## src/rtl/wfg_timer.sv

```systemverilog
// wfg_timer: Wishbone-mapped 32-bit timer/counter with a 16-bit prescaler,
// compare match, periodic or one-shot operation and a level interrupt.
module wfg_timer (
    input  logic        clk,
    input  logic        rst_n,
    input  logic        wbs_stb_i,
    input  logic        wbs_cyc_i,
    input  logic        wbs_we_i,
    input  logic [31:0] wbs_dat_i,
    input  logic [31:0] wbs_adr_i,
    output logic        wbs_ack_o,
    output logic [31:0] wbs_dat_o,
    output logic        interrupt_o
);

    typedef enum logic [5:0] {
        REG_CTRL     = 6'd0,
        REG_STATUS   = 6'd1,
        REG_PRESCALE = 6'd2,
        REG_COMPARE  = 6'd3,
        REG_COUNT    = 6'd4
    } reg_e;

    // CTRL bits: [0] EN, [1] IE, [2] PER
    logic [2:0]  ctrl_q, ctrl_d;
    logic        pend_q, pend_d;
    logic [15:0] prescale_q, prescale_d;
    logic [31:0] compare_q, compare_d;
    logic [31:0] count_q, count_d;
    logic [15:0] pcnt_q, pcnt_d;
    logic        ack_q, ack_d;
    logic [31:0] rdata_q, rdata_d;
    logic        irq_q, irq_d;

    logic [5:0]  word_adr;
    logic        req, wr, rd;
    logic        wr_ctrl, wr_status, wr_prescale, wr_compare, wr_count;
    logic        tick, match;
    logic        unused_adr;

    assign word_adr   = wbs_adr_i[7:2];
    // Upper address bits are decoded externally; byte-lane bits are meaningless
    assign unused_adr = ^{wbs_adr_i[31:8], wbs_adr_i[1:0]};

    // Bus request qualification and per-register write strobes
    always_comb begin
        req         = wbs_stb_i & wbs_cyc_i & ~ack_q;
        wr          = req & wbs_we_i;
        rd          = req & ~wbs_we_i;
        wr_ctrl     = wr && (word_adr == REG_CTRL);
        wr_status   = wr && (word_adr == REG_STATUS);
        wr_prescale = wr && (word_adr == REG_PRESCALE);
        wr_compare  = wr && (word_adr == REG_COMPARE);
        wr_count    = wr && (word_adr == REG_COUNT);
    end

    // Prescaler tick and compare match detection
    always_comb begin
        tick  = ctrl_q[0] && (pcnt_q == prescale_q);
        match = tick && (count_q == compare_q);
    end

    // Next-state for timer registers; bus writes and set-over-clear ordering
    always_comb begin
        pcnt_d = (!ctrl_q[0] || tick) ? '0 : pcnt_q + 16'd1;

        count_d = count_q;
        if (wr_count) begin
            count_d = wbs_dat_i;
        end else if (tick) begin
            if (!match) begin
                count_d = count_q + 32'd1;
            end else if (ctrl_q[2]) begin
                count_d = '0;
            end
        end

        ctrl_d = ctrl_q;
        if (match && !ctrl_q[2]) begin
            ctrl_d[0] = 1'b0;
        end
        if (wr_ctrl) begin
            ctrl_d = wbs_dat_i[2:0];
        end

        pend_d = pend_q;
        if (wr_status && wbs_dat_i[0]) begin
            pend_d = 1'b0;
        end
        if (match) begin
            pend_d = 1'b1;
        end

        prescale_d = wr_prescale ? wbs_dat_i[15:0] : prescale_q;
        compare_d  = wr_compare  ? wbs_dat_i       : compare_q;

        // Interrupt follows the post-edge PEND/IE so it moves on the same edge
        irq_d = pend_d & ctrl_d[1];
        ack_d = req;
    end

    // Read mux: data reflects register state before the ack edge
    always_comb begin
        rdata_d = '0;
        if (rd) begin
            case (word_adr)
                REG_CTRL:     rdata_d = {29'd0, ctrl_q};
                REG_STATUS:   rdata_d = {31'd0, pend_q};
                REG_PRESCALE: rdata_d = {16'd0, prescale_q};
                REG_COMPARE:  rdata_d = compare_q;
                REG_COUNT:    rdata_d = count_q;
                default:      rdata_d = '0;
            endcase
        end
    end

    // State registers with synchronous active-low reset
    always_ff @(posedge clk) begin
        if (!rst_n) begin
            ctrl_q     <= '0;
            pend_q     <= 1'b0;
            prescale_q <= '0;
            compare_q  <= '0;
            count_q    <= '0;
            pcnt_q     <= '0;
            ack_q      <= 1'b0;
            rdata_q    <= '0;
            irq_q      <= 1'b0;
        end else begin
            ctrl_q     <= ctrl_d;
            pend_q     <= pend_d;
            prescale_q <= prescale_d;
            compare_q  <= compare_d;
            count_q    <= count_d;
            pcnt_q     <= pcnt_d;
            ack_q      <= ack_d;
            rdata_q    <= rdata_d;
            irq_q      <= irq_d;
        end
    end

    assign wbs_ack_o   = ack_q;
    assign wbs_dat_o   = rdata_q;
    assign interrupt_o = irq_q;

endmodule

```

## config.mk

```make
export PLATFORM = sky130hd
export DESIGN_NAME = wfg_timer
export DESIGN_NICKNAME = d
export VERILOG_FILES = /design/src/rtl/wfg_timer.sv
export SDC_FILE = /design/constraint.sdc
export NUM_CORES = 1
export LEC_CHECK = 0
export BUFFER_PORTS_ARGS = -buffer_cell sky130_fd_sc_hd__buf_2
export CAP_MARGIN = 10
export CORE_MARGIN = 2
export CORE_UTILIZATION = 44
export CTS_BUF_LIST = sky130_fd_sc_hd__clkbuf_8
export DETAILED_ROUTE_END_ITERATION = 8
export PLACE_DENSITY_LB_ADDON = 0.08
export SYNTH_ARGS = -nofsm -noshare
export SYNTH_HDL_FRONTEND = slang
export SYNTH_SLANG_ARGS = --single-unit
```

## constraint.sdc

```tcl
create_clock -name clk -period 3.3 [get_ports clk]
set_clock_uncertainty 0.2 [all_clocks]
set_input_delay 0.165 -clock clk [delete_from_list [all_inputs] [get_ports clk]]
set_output_delay 0.165 -clock clk [all_outputs]
set_load 0.005 [all_outputs]
```

==> impl_metrics.sql, run 1 <==
INSERT INTO impl_metrics (metric_group, metric, value, unit) VALUES
('timing', 'slew_headroom', '0.319', ''),
('setup_path', 'rr_startpoint', 'count_q[28]$_SDFFE_PN0P_', ''),
('global_route', 'grt_antenna_before_repair', '0', ''),
('setup_path', 'highest_net_fanout_along_the_worst_path', '8', ''),
('setup_path', 'cp.arrival', '3210', 'ps'),
('yosys', 'post_synth_num_cell_types', '64', ''),
('route', 'dr.first_iter.drc_count', '514', ''),
('setup_path', 'setup.worst_path.start', 'count_q[28]$_SDFFE_PN0P_', ''),
('setup_path', 'crit_path_start_kind', 'register', ''),
('cells_and_area', 'layout-drive-gt1-share', '0.184', ''),
('timing', 'grt_setup_unrepaired', 'false', ''),
('setup_path', 'timing.critical_path.buf_inv', '0', ''),
('placement', 'placed_cell_area', '0.00704', 'mm²'),
('clock_tree', 'tritoncts', 'built', ''),
('timing', 'hold_viol', '0', ''),
('route', 'route.detailed.wl_per_inst', '18.7', 'µm'),
('min_path', 'hold_path_startpoint', 'wbs_adr_i[2]', ''),
('cells_and_area', 'mostFrequentLayoutCell', 'sky130_fd_sc_hd__dfxtp_1', ''),
('pwr', 'switching_part_of_the_total_power', '0.239', ''),
('setup_path', 'path_class', 'register to register', ''),
('cells_and_area', 'finish.net_count', '933', ''),
('floorplan', 'die_ht', '125', 'µm'),
('outcome', 'outcome', 'finished clean', ''),
('clock_tree', 'cts.sink_count', '134', ''),
('setup_path', 'endpoint_kind', 'register', ''),
('yosys', 'synth-async-reset-ratio', '0', ''),
('route', 'drc', '0', ''),
('timing', 'final_max_slew_viol_count', '0', ''),
('setup_path', 'max_stage_delay', '490', 'ps'),
('pwr', 'clkPwrFrac', '0.451', ''),
('timing', 'layout_worst_path_cycle_share', '0.938', ''),
('floorplan', 'rows', '44', ''),
('route', 'detail_route.vias_per_cell', '5.74', ''),
('clock_tree', 'tritoncts.num_buffers', '17', ''),
('timing', 'final.hold.worst_slack', '35.4', 'ps'),
('floorplan', 'design.portCount', '103', ''),
('route', 'drt_pre_antenna_iters', '5', ''),
('setup_path', 'worst_ep_required_time', '3410', 'ps'),
('yosys', 'postSynthNetCount', '834', ''),
('clock_tree', 'clk_pin_slew_worst_paths', '80', 'ps'),
('yosys', 'yosysSeqAreaShare', '0.414', ''),
('setup_path', 'cp_top_family', 'simple AND/OR/NAND/NOR gates', ''),
('cells_and_area', 'mostFrequentLayoutCells', 'sky130_fd_sc_hd__dfxtp_1 (134), sky130_fd_sc_hd__nand2_1 (100), sky130_fd_sc_hd__nor2_1 (87)', ''),
('yosys', 'yosysWarningCount', '0', ''),
('route', 'num_vias', '6082', ''),
('pwr', 'power_density', '431', 'mW/mm²'),
('clock_tree', 'clock_path_buffers', '2', ''),
('global_route', 'number_of_global_route_vias_before_repair', '5799', ''),
('clock_tree', 'postCtsSetupBuffers', '0', ''),
('pwr', 'cellLeakagePower', '3.21', 'nW'),
('setup_path', 'critical_path.cell_chain', 'xor2_1 > nor4_1 > nand4_1 > nor2_1 > nand3_1 > a41oi_1 > a21oi_1', ''),
('clock_tree', 'number_of_levels_in_the_clock_h_tree', '4', ''),
('floorplan', 'dieArea', '0.0157', 'mm²'),
('timing', 'final.setup.worst_slack', '204', 'ps'),
('global_route', 'gr-total-overflow', '0', ''),
('clock_tree', 'clk_root_buffer_cell', 'sky130_fd_sc_hd__clkbuf_8', ''),
('timing', 'final.min_clock_period', '3100', 'ps'),
('floorplan', 'start_util', '0.447', ''),
('route', 'drt-total-wl', '19800', 'µm'),
('pwr', 'part_of_the_total_power_dissipated_in_sequential_elements', '0.484', ''),
('clock_tree', 'insertion_delay', '460', 'ps'),
('timing', 'tightest_slew', '1020', 'ps'),
('placement', 'post-dp-hpwl', '14400', 'µm'),
('global_route', 'grt_start_max_net_pins', '67', ''),
('yosys', 'post_synthesis_cell_area', '0.00648', 'mm²'),
('cells_and_area', 'final_core_utilization', '0.541', ''),
('floorplan', 'die_x', '125', 'µm'),
('cells_and_area', 'area_delta_synth_final', '21.0', '%'),
('cells_and_area', 'num_antenna_cells', '0', ''),
('min_path', 'worstHoldPathType', 'primary input to register', ''),
('floorplan', 'core-area', '0.0145', 'mm²');
==> per-stage QoR <==
| stage | total power, mW | std cells |
|---|---|---|
| floorplan | 1.78 | 763 |
| global placement | 1.86 | 992 |
| detailed placement | 1.86 | 992 |
| CTS | 3.42 | 1059 |
| global route | 3.50 | 1059 |
| finish | 3.38 | 1059 |
==> Yosys cell counts (all sizes together) (7+ instances only) <==
master	n	area, µm²
buf	27	145
a21oi	54	270
nor2	87	327
nor3	11	55.1
nor4	24	188
xor2	60	526
o21ai	27	135
nand3	22	115
and3	12	76.3
nand2	101	382
clkbuf	31	116
and2	7	43.8
a22oi	27	208
a222oi	14	140
mux2i	23	230
dfxtp	134	2680
nand4	10	68.8
inv	10	37.5
==> cells by family (layout without fill, tap and decap cells) <==
kind of cell | Yosys count | after routing | share of synthesized area
XOR/XNOR | 66 | 66 | 0.0892
multiplexers | 23 | 23 | 0.0355
AO/OA/AOI/OAI | 170 | 170 | 0.184
buffers and inverters | 68 | 180 | 0.0462
flip-flops | 134 | 134 | 0.414
adder cells (fa/ha/maj) | 2 | 2 | 0.00386
AND/OR/NAND/NOR | 300 | 300 | 0.227
==> layout make-up <==
cell class	instances	area [µm²]
Clock buffer	18	248
Clock inverter	14	198
Fill cell	1408	6640
Inverter	10	37.5
Multi-Input combinational cell	561	3500
Sequential cell	134	2680
Tap cell	184	230
Timing Repair Buffer	138	946
==> routing by layer <==
metal | GRT usage | vias up | wire length, µm
met4 | 0.0993 | 0 | 489
met2 | 0.403 | 203 | 8980
li1 | - | 2926 | -
met3 | 0.0484 | 32 | 1040
met1 | 0.348 | 2921 | 9330
met5 | 0 | - | 0
==> sequential cells by signal, summed over array words and instances, names as in the netlist <==
name	count
pend_q	1
wbs_dat_o	32
count_q	32
interrupt_o	1
wbs_ack_o	1
prescale_q	16
ctrl_q	3
pcnt_q	16
compare_q	32
==> timing repair <==
action                                  in CTS  in global routing
hold endpoints to repair                    85                  0
endpoints found under the setup margin       0                  2
resized for setup                            0                  1
hold buffers                                35                  0
==> power groups by stage <==
stage,combinational [mW],sequential (mW),clock (mW)
2_1_floorplan,0.112,1.66,0
3_3_place_gp,0.184,1.67,0
3_5_place_dp,0.184,1.67,0
4_1_cts,0.217,1.63,1.57
5_1_grt,0.234,1.64,1.63
6_report,0.219,1.63,1.52
==> worst register-to-register path: stages (launching register included) <==
cell and delay [ps]:
sky130_fd_sc_hd__dfxtp_1 490, sky130_fd_sc_hd__xor2_1 110, sky130_fd_sc_hd__nor4_1 490, sky130_fd_sc_hd__nand4_1 350
sky130_fd_sc_hd__nor2_1 460, sky130_fd_sc_hd__nand3_1 420, sky130_fd_sc_hd__a41oi_1 350, sky130_fd_sc_hd__a21oi_1 90
==> worst paths after layout <==
path,slack [ps],cells after the start,end
worst max-delay path,200,7,count_q[21]$_SDFFE_PN0P_
worst min register to register,280,2,compare_q[14]$_SDFFE_PN0P_
worst max register to register,200,7,count_q[21]$_SDFFE_PN0P_
worst min-delay path,40,4,pend_q$_SDFF_PN0_
(Power assumes the default switching activity.)
==> run 2, diff against run 1 <==
Settings changed: RECOVER_POWER from default to 100.
==> impl_metrics.sql, run 2 (synthesis gave the netlist of run 1 again) <==
INSERT INTO impl_metrics (metric_group, metric, value, unit) VALUES
('job', 'drv.max_cap_violation_count', '0', ''),
('timing', 'slew_headroom', '0.329', ''),
('timing', 'hold_viol', '0', ''),
('setup_path', 'worst_ep_required_time', '3410', 'ps'),
('cells_and_area', 'mostFrequentLayoutCell', 'sky130_fd_sc_hd__dfxtp_1', ''),
('timing', 'finalSetupViolCount', '0', ''),
('setup_path', 'rr_startpoint', 'count_q[14]$_SDFFE_PN0P_', ''),
('clock_tree', 'clock_path_buffers', '2', ''),
('route', 'drt-total-wl', '19800', 'µm'),
('global_route', 'first_pass_grt_wire_length', '31400', 'µm'),
('floorplan', 'core-area', '0.0145', 'mm²'),
('clock_tree', 'clk_root_buffer_cell', 'sky130_fd_sc_hd__clkbuf_8', ''),
('clock_tree', 'tritoncts.num_buffers', '17', ''),
('setup_path', 'cp.arrival', '3200', 'ps'),
('clock_tree', 'cts.sink_count', '134', ''),
('setup_path', 'endpoint_kind', 'register', ''),
('clock_tree', 'postCtsSetupBuffers', '0', ''),
('outcome', 'outcome', 'finished clean', ''),
('setup_path', 'crit_path_start_kind', 'register', ''),
('floorplan', 'design.portCount', '103', ''),
('placement', 'port_buffers', '76', ''),
('timing', 'grt_setup_unrepaired', 'false', ''),
('setup_path', 'cp_slowest_cell', 'sky130_fd_sc_hd__nor4_1', ''),
('setup_path', 'max_stage_delay', '490', 'ps'),
('route', 'dr.first_iter.drc_count', '546', ''),
('timing', 'final.min_clock_period', '3090', 'ps'),
('route', 'drt_pre_antenna_iters', '7', ''),
('route', 'detail_route.vias_per_cell', '5.79', ''),
('route', 'num_vias', '6127', ''),
('clock_tree', 'clk_pin_slew_worst_paths', '80', 'ps'),
('min_path', 'hold_path_startpoint', 'wbs_adr_i[2]', ''),
('timing', 'achievable-frequency', '0.323', 'GHz'),
('floorplan', 'start_util', '0.447', ''),
('setup_path', 'cp_top_family', 'simple AND/OR/NAND/NOR gates', ''),
('floorplan', 'die_ht', '125', 'µm'),
('placement', 'place_congestion', '0.941', ''),
('floorplan', 'rows', '44', ''),
('global_route', 'grt_start_max_net_pins', '67', ''),
('timing', 'layout_worst_path_cycle_share', '0.937', ''),
('route', 'antenna_violating_nets_post_route', '0', ''),
('floorplan', 'die_x', '125', 'µm'),
('pwr', 'power_density', '435', 'mW/mm²'),
('placement', 'post-dp-hpwl', '14400', 'µm'),
('cells_and_area', 'layout-drive-gt1-share', '0.158', ''),
('route', 'route.detailed.wl_per_inst', '18.7', 'µm'),
('min_path', 'worstHoldPathType', 'primary input to register', ''),
('timing', 'final_max_slew_viol_count', '0', ''),
('cells_and_area', 'area_delta_synth_final', '19.8', '%'),
('cells_and_area', 'num_antenna_cells', '0', ''),
('setup_path', 'setup.worst_path.start', 'count_q[14]$_SDFFE_PN0P_', ''),
('cells_and_area', 'finish.net_count', '933', ''),
('global_route', 'number_of_global_route_vias_before_repair', '5799', ''),
('timing', 'fin_setup_tns', '0', 'ps'),
('floorplan', 'dieArea', '0.0157', 'mm²'),
('setup_path', 'highest_net_fanout_along_the_worst_path', '7', ''),
('setup_path', 'critical_path.cell_chain', 'xor2_1 > nor4_1 > nand4_1 > nor2_1 > nand3_1 > a41oi_1 > a21oi_1', ''),
('global_route', 'grt_antenna_before_repair', '0', ''),
('pwr', 'cellLeakagePower', '3.11', 'nW'),
('clock_tree', 'number_of_levels_in_the_clock_h_tree', '4', ''),
('clock_tree', 'insertion_delay', '460', 'ps'),
('setup_path', 'path_class', 'register to register', ''),
('timing', 'tightest_slew', '1000', 'ps'),
('clock_tree', 'tritoncts', 'built', ''),
('setup_path', 'timing.critical_path.buf_inv', '0', ''),
('cells_and_area', 'final_core_utilization', '0.536', ''),
('global_route', 'grt_util_all_layers', '0.255', ''),
('pwr', 'peak_ir_drop_on_the_vdd_network', '231', 'µV'),
('route', 'drc', '0', ''),
('cells_and_area', 'mostFrequentLayoutCells', 'sky130_fd_sc_hd__dfxtp_1 (134), sky130_fd_sc_hd__nand2_1 (101), sky130_fd_sc_hd__nor2_1 (87)', ''),
('global_route', 'gr-total-overflow', '0', '');
## run 2: changes by cell type in the layout (fill, tap and decap cells not counted), sizes merged
| cell | previous run | this run |
|---|---|---|
| buf | 103 | 82 |
| clkbuf | 18 | 39 |
## run 2: area by class of cell
cell class	instances	area [µm²]
timing repair buffer	138	890
clock buffer	18	248
clock inverter	14	198
multi-input combinational	561	3480
fill	1429	6720
tap	184	230
inverter	10	37.5
sequential	134	2680
## run 2: metal layers
layer / vias up / track usage / routed length (µm)
met3: 32 / 0.0484 / 1100
li1: 2927 / - / -
met4: 0 / 0.0993 / 520
met1: 2949 / 0.348 / 9230
met2: 219 / 0.403 / 8970
met5: - / 0 / 0
## run 2: report_power, final
part           total [mW]  switching, mW  internal [mW]
logic               0.209          0.118         0.0910
registers            1.64         0.0112           1.62
clock network        1.53          0.680          0.850
## run 2: through the flow
stage	power (mW)	worst slack [ps]	cells	hold slack, ps	instance area [µm²]
3_3_place_gp	1.86	322	992	221	7040
2_1_floorplan	1.78	986	763	101	6480
4_1_cts	3.42	209	1059	7.20	7840
3_5_place_dp	1.86	262	992	227	7040
5_1_grt	3.49	71.4	1059	54.5	7760
6_report	3.37	207	1059	22.0	7760
## run 2: repair_timing
action	in CTS	in global routing
endpoints found under the hold margin	85	0
gates resized for setup	0	1
hold buffers	35	0
setup endpoints to repair	0	2
## run 2: worst paths after layout
path	endpoint	slack (ps)	depth (start not counted)
min reg2reg	compare_q[14]$_SDFFE_PN0P_	280	2
max	count_q[21]$_SDFFE_PN0P_	210	7
min	pend_q$_SDFF_PN0_	20	4
max reg2reg	count_q[21]$_SDFFE_PN0P_	210	7
## run 2: tightest hold or removal path, cell delays in order
cell                      delay (ps)
sky130_fd_sc_hd__buf_2           150
sky130_fd_sc_hd__nand2_1          60
sky130_fd_sc_hd__o21ai_0         100
sky130_fd_sc_hd__a21oi_1         150
==> run 3, diff against run 2 <==
Clock period 3.3 ns to 3.5 ns, I/O delays scaled along.
==> impl_metrics.sql, run 3 (synthesis gave the netlist of run 1 again) <==
INSERT INTO impl_metrics (metric_group, metric, value, unit) VALUES
('outcome', 'outcome', 'finished clean', ''),
('cells_and_area', 'finish.net_count', '923', ''),
('floorplan', 'die_ht', '125', 'µm'),
('pwr', 'power_density', '412', 'mW/mm²'),
('route', 'drt_pre_antenna_iters', '8', ''),
('floorplan', 'die_x', '125', 'µm'),
('min_path', 'whs_path_depth', '4', ''),
('pwr', 'cellLeakagePower', '3.08', 'nW'),
('placement', 'placed_cells_incl_taps', '982', ''),
('cells_and_area', 'area_delta_synth_final', '18.9', '%'),
('clock_tree', 'number_of_levels_in_the_clock_h_tree', '4', ''),
('setup_path', 'crit_path_start_kind', 'register', ''),
('floorplan', 'design.portCount', '103', ''),
('setup_path', 'r2r_slack', '300', 'ps'),
('timing', 'fin_setup_tns', '0', 'ps'),
('cells_and_area', 'mostFrequentLayoutCells', 'sky130_fd_sc_hd__dfxtp_1 (134), sky130_fd_sc_hd__nand2_1 (101), sky130_fd_sc_hd__nor2_1 (87)', ''),
('setup_path', 'cp_slowest_cell', 'sky130_fd_sc_hd__a22oi_2', ''),
('clock_tree', 'tritoncts.num_buffers', '17', ''),
('route', 'detail_route.vias_per_cell', '5.78', ''),
('cells_and_area', 'mostFrequentLayoutCell', 'sky130_fd_sc_hd__dfxtp_1', ''),
('timing', 'hold_viol', '0', ''),
('floorplan', 'start_util', '0.447', ''),
('route', 'antenna_violating_nets_post_route', '0', ''),
('setup_path', 'cp.arrival', '3380', 'ps'),
('cells_and_area', 'layout-drive-gt1-share', '0.150', ''),
('global_route', 'grt_antenna_before_repair', '0', ''),
('placement', 'place_congestion', '0.911', ''),
('floorplan', 'dieArea', '0.0157', 'mm²'),
('setup_path', 'max_stage_delay', '740', 'ps'),
('global_route', 'number_of_global_route_vias_before_repair', '5726', ''),
('timing', 'finalSetupViolCount', '0', ''),
('setup_path', 'highest_net_fanout_along_the_worst_path', '12', ''),
('cells_and_area', 'design_area', '0.00770', 'mm²'),
('clock_tree', 'clock_path_buffers', '2', ''),
('min_path', 'worstHoldPathType', 'primary input to register', ''),
('job', 'drv.max_cap_violation_count', '0', ''),
('route', 'num_vias', '6062', ''),
('timing', 'slew_headroom', '0.320', ''),
('setup_path', 'critical_path.most_common_cell', 'sky130_fd_sc_hd__nand2_1', ''),
('timing', 'layout_worst_path_cycle_share', '0.916', ''),
('cells_and_area', 'layout.cells.non_filler', '1049', ''),
('floorplan', 'rows', '44', ''),
('timing', 'final.min_clock_period', '3200', 'ps'),
('setup_path', 'critical_path.cell_chain', 'xor2_1 > nor4_2 > and4_1 > nand2_1 > a22oi_2 > nand2_1 > o21ai_0', ''),
('placement', 'post-dp-hpwl', '14100', 'µm'),
('global_route', 'grt_start_max_net_pins', '67', ''),
('setup_path', 'worst_ep_required_time', '3680', 'ps'),
('route', 'drt-total-wl', '19900', 'µm'),
('setup_path', 'endpoint_kind', 'register', ''),
('route', 'dr.first_iter.drc_count', '585', ''),
('clock_tree', 'clk_root_buffer_cell', 'sky130_fd_sc_hd__clkbuf_8', ''),
('cells_and_area', 'final_core_utilization', '0.532', ''),
('cells_and_area', 'num_antenna_cells', '0', ''),
('global_route', 'grt_util_all_layers', '0.254', ''),
('pwr', 'peak_ir_drop_on_the_vdd_network', '298', 'µV'),
('setup_path', 'path_class', 'register to register', ''),
('floorplan', 'core-area', '0.0145', 'mm²'),
('placement', 'port_buffers', '76', ''),
('setup_path', 'worst_r2r_path_depth', '7', ''),
('clock_tree', 'insertion_delay', '460', 'ps'),
('timing', 'achievable-frequency', '0.312', 'GHz'),
('route', 'drc', '0', ''),
('timing', 'final_max_slew_viol_count', '0', ''),
('global_route', 'first_pass_grt_wire_length', '31300', 'µm'),
('global_route', 'gr-total-overflow', '0', ''),
('placement', 'placed_cell_area', '0.00697', 'mm²'),
('clock_tree', 'clk_pin_slew_worst_paths', '80', 'ps'),
('timing', 'tightest_slew', '1020', 'ps'),
('clock_tree', 'cts.sink_count', '134', ''),
('route', 'route.detailed.wl_per_inst', '19.0', 'µm'),
('timing', 'grt_setup_unrepaired', 'false', ''),
('clock_tree', 'cts-resized-gates', '0', ''),
('clock_tree', 'tritoncts', 'built', '');
run 3: cell types whose count changed in the layout (fill, tap and decap cells not counted), sizes merged:
cell,delta
clkinvlp,+1
inv,-1
clkinv,-1
buf,-2
clkbuf,-7
run 3: path summary, 6_finish.rpt:
check,startpoint,to
max,pcnt_q[6]$_SDFF_PP0_,count_q[15]$_SDFFE_PN0P_
min,wbs_adr_i[2],pend_q$_SDFF_PN0_
max reg2reg,pcnt_q[6]$_SDFF_PP0_,count_q[15]$_SDFFE_PN0P_
min reg2reg,compare_q[30]$_SDFFE_PN0P_,compare_q[30]$_SDFFE_PN0P_
run 3: routing by layer:
layer | global-route usage | share of wire | up-vias
met3 | 0.0424 | 0.067 | 38
met4 | 0.101 | 0.025 | 0
li1 | - | - | 2896
met5 | 0 | 0 | -
met2 | 0.395 | 0.46 | 231
met1 | 0.354 | 0.45 | 2897
run 3: critical path: cells and delay by family, from the launching register on:
kind            cells  cell delay (ps)
simple gates        4             1400
xor+xnor            1              150
compound gates      2              950
flops               1              420
run 3: stage by stage:
stage / power [mW] / worst slack (ps) / hold WS [ps]
2_1_floorplan: 1.67 / 1190 / 111
6_report: 3.18 / 296 / 45.3
5_1_grt: 3.29 / 117 / 47.1
3_5_place_dp: 1.74 / 440 / 235
4_1_cts: 3.20 / 414 / 25.4
3_3_place_gp: 1.74 / 519 / 231
run 3: layout make-up:
cell class | count | area (µm²)
clock buffers | 19 | 262
clock inverters | 13 | 179
fillers | 1396 | 6770
inverters | 10 | 37.5
multi-input cells | 561 | 3470
flip-flops and latches | 134 | 2680
well taps | 184 | 230
repair buffers | 128 | 847
run 3: where the power goes:
part | internal (mW) | switching (mW) | total [mW]
logic | 0.0832 | 0.107 | 0.190
registers | 1.53 | 0.0158 | 1.55
clock network | 0.810 | 0.629 | 1.44
total | 2.42 | 0.751 | 3.18
run 3: timing repair:
action | 4_1_cts | 5_1_grt
setup buffers | 0 | 0
hold endpoints to repair | 85 | 0
hold buffers | 35 | 0
